[config.mk]
export PLATFORM = sky130hd
export DESIGN_NAME = truth_table_extractor_flat
export DESIGN_NICKNAME = d
export VERILOG_FILES = /design/src/rtl/truth_table_extractor_if.sv /design/src/rtl/truth_table_extractor.sv /design/src/flat_wrapper.sv
export SDC_FILE = /design/constraint.sdc
export NUM_CORES = 1
export LEC_CHECK = 0
export ABC_CLOCK_PERIOD_IN_PS = 2910
export CAP_MARGIN = 25
export CORE_MARGIN = 1.5
export CORE_UTILIZATION = 45
export CTS_BUF_LIST = sky130_fd_sc_hd__clkbuf_8
export DETAILED_ROUTE_END_ITERATION = 7
export PLACE_DENSITY = 0.78
export REMOVE_ABC_BUFFERS = 1
export SLEW_MARGIN = 5
export SYNTH_ARGS = -nofsm -noshare
export SYNTH_HDL_FRONTEND = slang
export SYNTH_SLANG_ARGS = --single-unit
[constraint.sdc]
create_clock -name clk -period 2.91 [get_ports clk]
set_clock_uncertainty 0.1 [all_clocks]
set_input_delay 0.582 -clock clk [delete_from_list [all_inputs] [get_ports clk]]
set_output_delay 0.582 -clock clk [all_outputs]
set_load 0.005 [all_outputs]
[src/rtl/truth_table_extractor_if.sv]
// Bus between the truth-table extractor and its harness.
// Optional TTX_ONES_COUNT_EN adds the ones_count result field.
interface truth_table_extractor_if #(
   parameter int unsigned N_INPUTS = 3
);
   localparam int unsigned M = 1 << N_INPUTS;

   logic                start;
   logic                abort;
   logic [N_INPUTS-1:0] dut_in;
   logic                dut_out;
   logic                busy;
   logic                done;
   logic [M-1:0]        tt_out;
`ifdef TTX_ONES_COUNT_EN
   logic [N_INPUTS:0]   ones_count;
`endif

`ifdef TTX_ONES_COUNT_EN
   modport master (output start, abort, dut_out,
                   input  dut_in, busy, done, tt_out, ones_count);
   modport slave  (input  start, abort, dut_out,
                   output dut_in, busy, done, tt_out, ones_count);
`else
   modport master (output start, abort, dut_out,
                   input  dut_in, busy, done, tt_out);
   modport slave  (input  start, abort, dut_out,
                   output dut_in, busy, done, tt_out);
`endif
endinterface

[src/rtl/truth_table_extractor.sv]
// Truth-table extractor: walks every input combination of an N-input
// netlist, waits a settle window, samples its output and publishes the
// assembled 2^N-bit truth table. Optional macro TTX_ONES_COUNT_EN adds a
// popcount of the published table.
module truth_table_extractor #(
   parameter int unsigned N_INPUTS      = 3,
   parameter int unsigned SETTLE_CYCLES = 2
) (
   input logic                    clk,
   input logic                    rst_n,
   truth_table_extractor_if.slave bus
);
   localparam int unsigned M     = 1 << N_INPUTS;
   localparam int unsigned CNT_W = (SETTLE_CYCLES > 1) ? $clog2(SETTLE_CYCLES) : 1;
   localparam logic [CNT_W-1:0]    CNT_RELOAD = CNT_W'(SETTLE_CYCLES - 1);
   localparam logic [N_INPUTS-1:0] LAST_IDX   = N_INPUTS'(M - 1);

   typedef enum logic [1:0] {
      IDLE   = 2'd0,
      SETTLE = 2'd1,
      SAMPLE = 2'd2
   } state_t;

   state_t              state_q, state_d;
   logic [N_INPUTS-1:0] idx_q, idx_d;
   logic [N_INPUTS-1:0] din_q, din_d;
   logic [CNT_W-1:0]    cnt_q, cnt_d;
   logic [M-1:0]        shadow_q, shadow_d;
   logic [M-1:0]        tt_q, tt_d;
   logic                busy_q, busy_d;
   logic                done_q, done_d;
`ifdef TTX_ONES_COUNT_EN
   logic [N_INPUTS:0]   ones_q, ones_d;

   function automatic logic [N_INPUTS:0] popcount(input logic [M-1:0] v);
      logic [N_INPUTS:0] sum;
      sum = '0;
      for (int unsigned i = 0; i < M; i++) begin
         sum = sum + (N_INPUTS+1)'(v[i]);
      end
      return sum;
   endfunction
`endif

   // Next-state and next-output logic for the sweep
   always_comb begin
      state_d  = state_q;
      idx_d    = idx_q;
      din_d    = din_q;
      cnt_d    = cnt_q;
      shadow_d = shadow_q;
      tt_d     = tt_q;
      busy_d   = busy_q;
      done_d   = 1'b0;
`ifdef TTX_ONES_COUNT_EN
      ones_d   = ones_q;
`endif
      if ((state_q != IDLE) && bus.abort) begin
         // abort beats a concurrent final sample; partial table is dropped
         state_d = IDLE;
         busy_d  = 1'b0;
         din_d   = '0;
      end else begin
         case (state_q)
            IDLE: begin
               if (bus.start) begin
                  busy_d  = 1'b1;
                  idx_d   = '0;
                  din_d   = '0;
                  cnt_d   = CNT_RELOAD;
                  state_d = SETTLE;
               end
            end
            SETTLE: begin
               if (cnt_q == '0) begin
                  state_d = SAMPLE;
               end else begin
                  cnt_d = cnt_q - 1'b1;
               end
            end
            SAMPLE: begin
               if (idx_q == LAST_IDX) begin
                  tt_d        = shadow_q;
                  tt_d[M-1]   = bus.dut_out;
                  done_d      = 1'b1;
                  busy_d      = 1'b0;
                  state_d     = IDLE;
`ifdef TTX_ONES_COUNT_EN
                  ones_d      = popcount(tt_d);
`endif
               end else begin
                  shadow_d[idx_q] = bus.dut_out;
                  idx_d           = idx_q + 1'b1;
                  din_d           = idx_q + 1'b1;
                  cnt_d           = CNT_RELOAD;
                  state_d         = SETTLE;
               end
            end
            default: begin
               state_d = IDLE;
               busy_d  = 1'b0;
               din_d   = '0;
            end
         endcase
      end
   end

   // State and output registers
   always_ff @(posedge clk or negedge rst_n) begin
      if (!rst_n) begin
         state_q  <= IDLE;
         idx_q    <= '0;
         din_q    <= '0;
         cnt_q    <= '0;
         shadow_q <= '0;
         tt_q     <= '0;
         busy_q   <= 1'b0;
         done_q   <= 1'b0;
`ifdef TTX_ONES_COUNT_EN
         ones_q   <= '0;
`endif
      end else begin
         state_q  <= state_d;
         idx_q    <= idx_d;
         din_q    <= din_d;
         cnt_q    <= cnt_d;
         shadow_q <= shadow_d;
         tt_q     <= tt_d;
         busy_q   <= busy_d;
         done_q   <= done_d;
`ifdef TTX_ONES_COUNT_EN
         ones_q   <= ones_d;
`endif
      end
   end

   assign bus.dut_in = din_q;
   assign bus.busy   = busy_q;
   assign bus.done   = done_q;
   assign bus.tt_out = tt_q;
`ifdef TTX_ONES_COUNT_EN
   assign bus.ones_count = ones_q;
`endif

endmodule

[src/flat_wrapper.sv]
// flat-port wrapper written by rule: the top's interface ports become plain ports
module truth_table_extractor_flat 
#(
   parameter int unsigned N_INPUTS      = 3,
   parameter int unsigned SETTLE_CYCLES = 2
)
  (clk, rst_n, bus_start, bus_abort, bus_dut_out, bus_dut_in, bus_busy, bus_done, bus_tt_out);
  truth_table_extractor_if #(.N_INPUTS(N_INPUTS)) bus_i ();
  input logic clk;
  input logic rst_n;
  input wire logic [$bits(bus_i.start)-1:0] bus_start;
  input wire logic [$bits(bus_i.abort)-1:0] bus_abort;
  input wire logic [$bits(bus_i.dut_out)-1:0] bus_dut_out;
  output wire logic [$bits(bus_i.dut_in)-1:0] bus_dut_in;
  output wire logic [$bits(bus_i.busy)-1:0] bus_busy;
  output wire logic [$bits(bus_i.done)-1:0] bus_done;
  output wire logic [$bits(bus_i.tt_out)-1:0] bus_tt_out;
  assign bus_i.start = bus_start;
  assign bus_i.abort = bus_abort;
  assign bus_i.dut_out = bus_dut_out;
  assign bus_dut_in = bus_i.dut_in;
  assign bus_busy = bus_i.busy;
  assign bus_done = bus_i.done;
  assign bus_tt_out = bus_i.tt_out;
  truth_table_extractor #(.N_INPUTS(N_INPUTS), .SETTLE_CYCLES(SETTLE_CYCLES)) u_core (.clk(clk), .rst_n(rst_n), .bus(bus_i));
endmodule
Word-level counts from Yosys, hierarchy flattened:

Cells that the tools add are included.

* bits in registers: 27
* input port bits: 5
* output and inout port bits: 13
* logic and storage cells: 60

* $add $sub $neg: 2
* magnitude comparators: 2
* eq/ne operators: 10
* mux-type cells: 23
* bitwise operators: 2
* reductions and logical operators: 13

Operators with widths (number)
* AND reduction 3 bit: 4
* 2-to-1 mux 1 bit: 10
* 2-to-1 mux 3 bit: 3
* case mux 3 bit (3 select lines): 1
* bitwise mux 8 bit: 1
* AND reduction 4 bit: 2
* 2-to-1 mux 2 bit: 3
* != test 3 x 2 -> 1 bit, second input constant: 2
* case mux 1 bit (3 select lines): 2
* case mux 2 bit (3 select lines): 1
* case mux 3 bit (2 select lines): 1
* less-than comparator 3 x 4 -> 1 bit, second input constant: 1
* != test 2 bit, second input constant: 2
* nonzero test 2 bit: 2
* adder 3 x 1 -> 3 bit, second input constant: 1
* demux 1 bit (select 3 bit): 1
* == test 3 bit, second input constant: 1
* >= comparator 3 x 1 -> 1 bit, second input constant: 1
* != test 3 x 1 -> 1 bit, second input constant: 1
* != test 3 bit, second input constant: 1
* nonzero test 3 bit: 1
* == test 2 x 1 -> 1 bit, second input constant: 1
* == test 2 bit, second input constant: 1
* logical AND 1 bit: 2
* other kinds (5): 6

Logic depth before layout (Yosys ltp):

Gate-level depths: netlist of the first run.

* depth in word-level cells: 5
* mapped depth: 6
* mapped depth without buffers: 5

Worst setup path before layout of the first run:

OpenSTA, ideal clock, no wires.

* path type: register to register
* start point: register u_core.idx_q[1]
* end point: register u_core.shadow_q[4]
* setup time: 0.128 ns
* data arrival time: 2.044 ns
* data required time: 2.682 ns
* setup slack: 0.639 ns
* cell stages (with the launch flop): 7
* buffers on the path: 1
* clock period less this slack: 2.271 ns
* path through: dfrtp_1 > ha_1 > ha_1 > or4b_4 > buf_6 > nor4b_2 > mux2_1

* cells in the longest elaborated chain, start to end: 5
* elaborated cells on any way between the ends: 9
* those cells by class: order compare: 2; eq/ne: 1; mux: 3; bitwise: 1; reduce/logical: 2

RTL lines
* start: declaration: line truth_table_extractor.sv:25 `logic [N_INPUTS-1:0] idx_q, idx_d;`
* start signal: assignment: line truth_table_extractor.sv:124 `idx_q <= idx_d;`
* less-than comparator 3 x 4 -> 1 bit (not written as such) / >= comparator 3 x 1 -> 1 bit (equally long branches): line truth_table_extractor.sv:92 `shadow_d[idx_q] = bus.dut_out;`
* logical AND 1 bit (not written as such): line truth_table_extractor.sv:92
* 2-to-1 mux 1 bit (not written as such): line truth_table_extractor.sv:92
* demux 1 bit (select 3 bit)
* bitwise mux 8 bit: line truth_table_extractor.sv:92
* end signal: assignment: line truth_table_extractor.sv:127 `shadow_q <= shadow_d;`
* end: declaration: line truth_table_extractor.sv:28 `logic [M-1:0] shadow_q, shadow_d;`

Several ways; a longest one is shown, not always the timed one.
A chain may end at the register's enable or synchronous reset.

Worst setup path in the final report of the first run:

* start point: register u_core.idx_q[1]
* end point: register u_core.shadow_q[0]

Same word-level chain as after synthesis.

==> results of run 1 <==
## per-layer routing
layer,vias to the layer above,part of all wire [%]
li1,377,-
met1,401,45
met2,19,50
met3,4,3.9
met4,0,1.1
met5,-,0
## kinds of logic (layout without fill, tap and decap cells)
| kind of cell | after synthesis | in the layout | share of synthesized area [%] |
|---|---|---|---|
| compound gates | 15 | 15 | 8.32 |
| fa+ha+maj | 2 | 2 | 2.11 |
| buf+inv | 7 | 26 | 3.48 |
| flops | 26 | 26 | 54.8 |
| mux | 16 | 16 | 15.1 |
| simple gates | 27 | 27 | 16.2 |
## sequential cells by signal (all words and copies together), names as in the netlist
register	count
u_core.bus.busy	1
u_core.state_q	2
u_core.idx_q	3
u_core.shadow_q	7
u_core.cnt_q	1
u_core.bus.dut_in	3
u_core.bus.done	1
u_core.bus.tt_out	8
## through the flow
step / setup WS (ns) / std cells / hold WS [ns] / instance area [um2] / utilization (%)
after floorplan: 0.612 / 88 / 0.186 / 1150 / -
after global placement: 0.481 / 138 / 0.363 / 1380 / 55.9
after detailed placement: 0.464 / 138 / 0.373 / 1380 / 55.9
after CTS: 0.515 / 142 / 0.394 / 1440 / 58.1
after global routing: 0.395 / 142 / 0.404 / 1440 / 58.1
final: 0.510 / 142 / 0.388 / 1440 / 58.1
## cell type report
| class | count | area share [%] |
|---|---|---|
| sequential | 26 | 45.2 |
| multi-input combinational | 60 | 34.4 |
| timing repair buffer | 20 | 13.4 |
| clock buffer | 4 | 3.83 |
| tap | 30 | 2.61 |
| inverter | 2 | 0.522 |
## power breakdown
| part | switching, mW | leakage, nW | total (mW) | internal [mW] |
|---|---|---|---|---|
| combinational | 0.0702 | 0.263 | 0.143 | 0.0730 |
| clock | 0.106 | 0.0288 | 0.226 | 0.121 |
| sequential | 0.0496 | 0.353 | 0.448 | 0.398 |
| total | 0.225 | 0.645 | 0.817 | 0.592 |
## cells in the mapped netlist
library cell / number / area share (%)
nor2_1: 5 / 1.6
a21o_1: 1 / 0.63
or4b_4: 1 / 1.2
nor4_1: 1 / 0.53
buf_6: 2 / 1.9
mux2_1: 2 / 1.9
nand2b_1: 1 / 0.53
nor3_1: 2 / 0.84
clkbuf_1: 2 / 0.63
o21ai_0: 5 / 2.1
nand2_1: 10 / 3.2
ha_1: 2 / 2.1
buf_1: 1 / 0.32
mux2i_1: 1 / 0.84
nand3_1: 1 / 0.42
a21oi_1: 1 / 0.42
o21a_1: 1 / 0.63
nor4b_4: 2 / 4.0
o22ai_1: 2 / 1.1
nor4b_2: 2 / 2.5
nand4b_1: 2 / 1.5
o211ai_1: 3 / 1.9
mux2_2: 13 / 12
dfrtp_1: 26 / 55
inv_1: 2 / 0.63
a311o_1: 1 / 0.84
a311oi_1: 1 / 0.74
## critical path: stages, from the launching register on
cell and delay [ns]:
dfrtp_1 0.49, ha_1 0.25, ha_1 0.27, or4b_4 0.59, nor4_1 0.24, mux2_1 0.35
## path summary, 6_finish.rpt
kind,from,to,depth (start not counted)
max,u_core.idx_q[1],u_core.shadow_q[0],5
min,u_core.bus.busy,u_core.bus.busy,1
max reg2reg,u_core.idx_q[1],u_core.shadow_q[0],5
min reg2reg,u_core.bus.busy,u_core.bus.busy,1
max in group asynchronous,rst_n,u_core.bus.tt_out[6],2
min in group asynchronous,rst_n,u_core.shadow_q[4],2
==> reports/summary.txt, run 1 <==
Later-pin clock latency in the skew report: 0.26 ns
Htree depth: 1
Cell Pwr Density: 568 nW/um2
Met1 global-route usage: 17.9%
Antenna Cells: 0
TritonRoute pass-1 iters: 4
Post-CTS resize count: 0
Largest net degree at the start of global routing: 27
Leakage: 0.645 nW
Post-synthesis register bit count: 26
Gr busiest metal: met2
Fin Setup TNS: 0 ns
Worst Path Arrival: 2.45 ns
Mean Syn Cell Area: 12.8 um2
Synth unique cells: 27
Post-CTS Setup Inserts: 0
Worst Setup Start Kind: flop
FF/Latch Area: 651 um2
Max-cap violations: 0
Row cnt: 18
Seq/Total Area, Yosys: 54.8%
Clock transition at path regs: 0.08 ns
Inserted Clock Buffers: 3
Highest-count cells in the layout ignoring fill and taps: dfrtp_1, clkdlybuf4s50_1, mux2_2, nand2_1
Max Buffers Root-to-Sink: 2
Clock sinks: 26
Detailed Place HPWL: 1480 um
Final min period: 2.40 ns
First-pass GRT wire length: 3290 um
I/O pin total: 18
Synth warn: 0
Vias in the first global route: 801
CTS Hold Bufs: 0
Met2 usage: 28.3%
GRT Total Usage: 15.6%
Final net count: 120
Most common cell after layout, fill and taps aside: dfrtp_1
Req. time, crit path: 2.96 ns
Vias per cell: 5.64
Initial antenna violation count: 0
Core Region: 2480 um2
Drc violations: 0
CTS tree: built
Area of the mapped netlist: 1190 um2
Remaining global-route overflow: 0
Max-slew headroom: 59.5%
Crit path max fanout: 9
Hold Path Class: reg -> reg
GR met3 Demand/Resource: 2.46%
Mapped Cells: 93
DRT iter0 DRCs: 5
Crit end category: flop
Layout cells sized above 1: 22.3%
Fillers: 221
WL final: 1970 um
Routability cong.: 0.750
Antenna-violating nets left: 0
Status: complete, no violations
Chip width: 54.4 um
Drt wl/cell: 13.8 um
Final Hold Vio Count: 0
Setup slack, reg-to-reg: 0.51 ns
VDD IR max: 0.000513 V
Worst Setup Path Type: reg -> reg
RSZ-0062 raised after global routing: false
Root buf cell: clkbuf_8
Fin crit share: 82.5%
Area delta synth->final: 21.2%
Initial core utilization: 47.9%
Die height: 54.4 um
Port Buffer Count: 17
Via count: 801
Pwr Total: 0.817 mW
Worst slew pin tran: 0.605 ns
Pins Over Slew Limit: 0
Max Freq: 0.417 GHz
Multi-input gate area: 495 um2
Setup-failing EPs final: 0
Die area: 2960 um2
Power figures use the tool's default switching activity.
==> run 2: changes to the inputs <==
Settings changed: ABC_CLOCK_PERIOD_IN_PS 2910 to 2300.
Clock period 2.91 ns to 2.3 ns, I/O delays scaled along.
==> run 2 against run 1 <==
Against the previous run: global-route usage increased by 1.1 points; first-iteration DRC count increased by 120%; largest cell class unchanged; design area increased by 4.8%; clock power increased by 65%; core utilization increased by 2.8 points; total power increased by 40%; final cell count increased by 4.9%; register-to-register slack got worse by 0.39 ns.
==> reports/summary.txt, run 2 (synthesized netlist as in run 1, its figures left out) <==
RSZ-0062 raised after global routing: false
Crit path max fanout: 5
Crit end category: flop
Multi-input gate area: 495 um2
Sw Share: 26.0%
Max-cap violations: 0
Reg2reg end: u_core.shadow_q[4]
Worst r2r src: u_core.idx_q[0]
Vias in the first global route: 756
Final min period: 2.18 ns
Final Hold Vio Count: 0
NetSw: 0.297 mW
Die area: 2960 um2
Fin crit share: 94.6%
Leakage: 0.688 nW
Worst Setup Start Kind: flop
Fillers: 229
Req. time, crit path: 2.36 ns
CTS tree: built
Hold Path Stages: 1
Sequential Power Share: 47.6%
Chip width: 54.4 um
Drc violations: 0
Detailed Place HPWL: 1530 um
Port Buffer Count: 17
Max reg flops: 8
Number of cells on the worst reg-to-reg path: 5
TritonRoute pass-1 iters: 4
Max Freq: 0.460 GHz
Worst slew pin tran: 0.421 ns
Place WS: -0.00647 ns
Post-CTS Setup Inserts: 0
Combinational share of power: 19.6%
Hold Path Class: reg -> reg
I/O pin total: 18
Inserted Clock Buffers: 3
Pins Over Slew Limit: 0
Layout cells sized above 1: 26.9%
Antenna Cells: 0
Clock transition at path regs: 0.09 ns
Highest-count cells in the layout ignoring fill and taps: dfrtp_1, clkdlybuf4s50_1, mux2_2, nand2_1, buf_4
Vias per cell: 5.59
Setup slack, reg-to-reg: 0.12 ns
Max Buffers Root-to-Sink: 2
Largest net degree at the start of global routing: 27
Core Region: 2480 um2
Htree depth: 1
Setup WS post-layout: 0.124 ns
Hold_sp: u_core.bus.busy
Antenna-violating nets left: 0
Clock sinks: 26
GRT Total Usage: 16.7%
Row cnt: 18
Status: complete, no violations
Post-CTS resize count: 0
Setup-failing EPs final: 0
Initial antenna violation count: 0
Die height: 54.4 um
Drt wl/cell: 14.2 um
Later-pin clock latency in the skew report: 0.27 ns
Worst Path Arrival: 2.23 ns
Most common cell after layout, fill and taps aside: dfrtp_1
CTS Hold Bufs: 0
Initial core utilization: 47.9%
WL final: 2110 um
Via count: 833
Start point of the critical path: u_core.idx_q[0]
FF/Latch Area: 651 um2
First-pass GRT wire length: 3450 um
Hold endpoint: u_core.bus.busy
Cell Pwr Density: 757 nW/um2
Power share of the clock group: 32.8%
Pwr Total: 1.14 mW
Routability cong.: 0.731
Max-slew headroom: 71.9%
Final net count: 127
Worst Setup Path Type: reg -> reg
Remaining global-route overflow: 0
DRT iter0 DRCs: 11
Int Power: 0.844 mW
Area delta synth->final: 27.0%
Root buf cell: clkbuf_8
VDD IR max: 0.000545 V
-- run 2: worst max-delay path by stage --
stage                    endpoint  slack, ns
6_report       u_core.shadow_q[4]       0.12
5_1_grt        u_core.shadow_q[0]       0.07
4_1_cts        u_core.shadow_q[4]       0.13
3_5_place_dp   u_core.shadow_q[4]     -0.006
3_3_place_gp   u_core.shadow_q[2]       0.05
2_1_floorplan  u_core.shadow_q[4]      0.002
-- run 2: per-layer routing --
metal  track usage [%]  vias to the layer above  wire, um
met3              2.46                        4        81
met1              21.6                      418       970
li1                  -                      393         -
met4              7.50                        0        29
met5                 0                        -         0
met2              27.5                       18      1030
-- run 2: stage by stage --
stage / instance area [um2] / hold slack (ns) / TNS (ns) / utilization (%) / std cells
floorplan: 1150 / 0.0644 / 0 / - / 88
global placement: 1440 / 0.366 / 0 / 58.0 / 145
detailed placement: 1440 / 0.370 / -0.00647 / 58.0 / 145
CTS: 1510 / 0.394 / 0 / 60.9 / 149
global route: 1510 / 0.419 / 0 / 60.9 / 149
finish: 1510 / 0.389 / 0 / 60.9 / 149
-- run 2: power by group through the flow --
stage                     logic, mW  clock network (mW)  registers (mW)
after floorplan              0.0960                   0           0.576
after global placement        0.221                   0           0.549
after detailed placement      0.226                   0           0.553
after CTS                     0.227               0.383           0.543
after global routing          0.248               0.398           0.550
final                         0.224               0.374           0.544
-- run 2: final cells by class --
type	instances	share of cell area [%]
clock buffers	3	2.74
well taps	30	2.49
clock inverters	1	1.99
flip-flops and latches	26	43.2
multi-input cells	60	32.9
inverters	2	0.498
repair buffers	27	16.3
-- run 2: worst max-delay path, stage by stage (launching register included) --
cell     delay, ns
dfrtp_1       0.39
ha_1          0.20
ha_1          0.21
or4b_4        0.54
nor4b_2       0.27
mux2_1        0.35
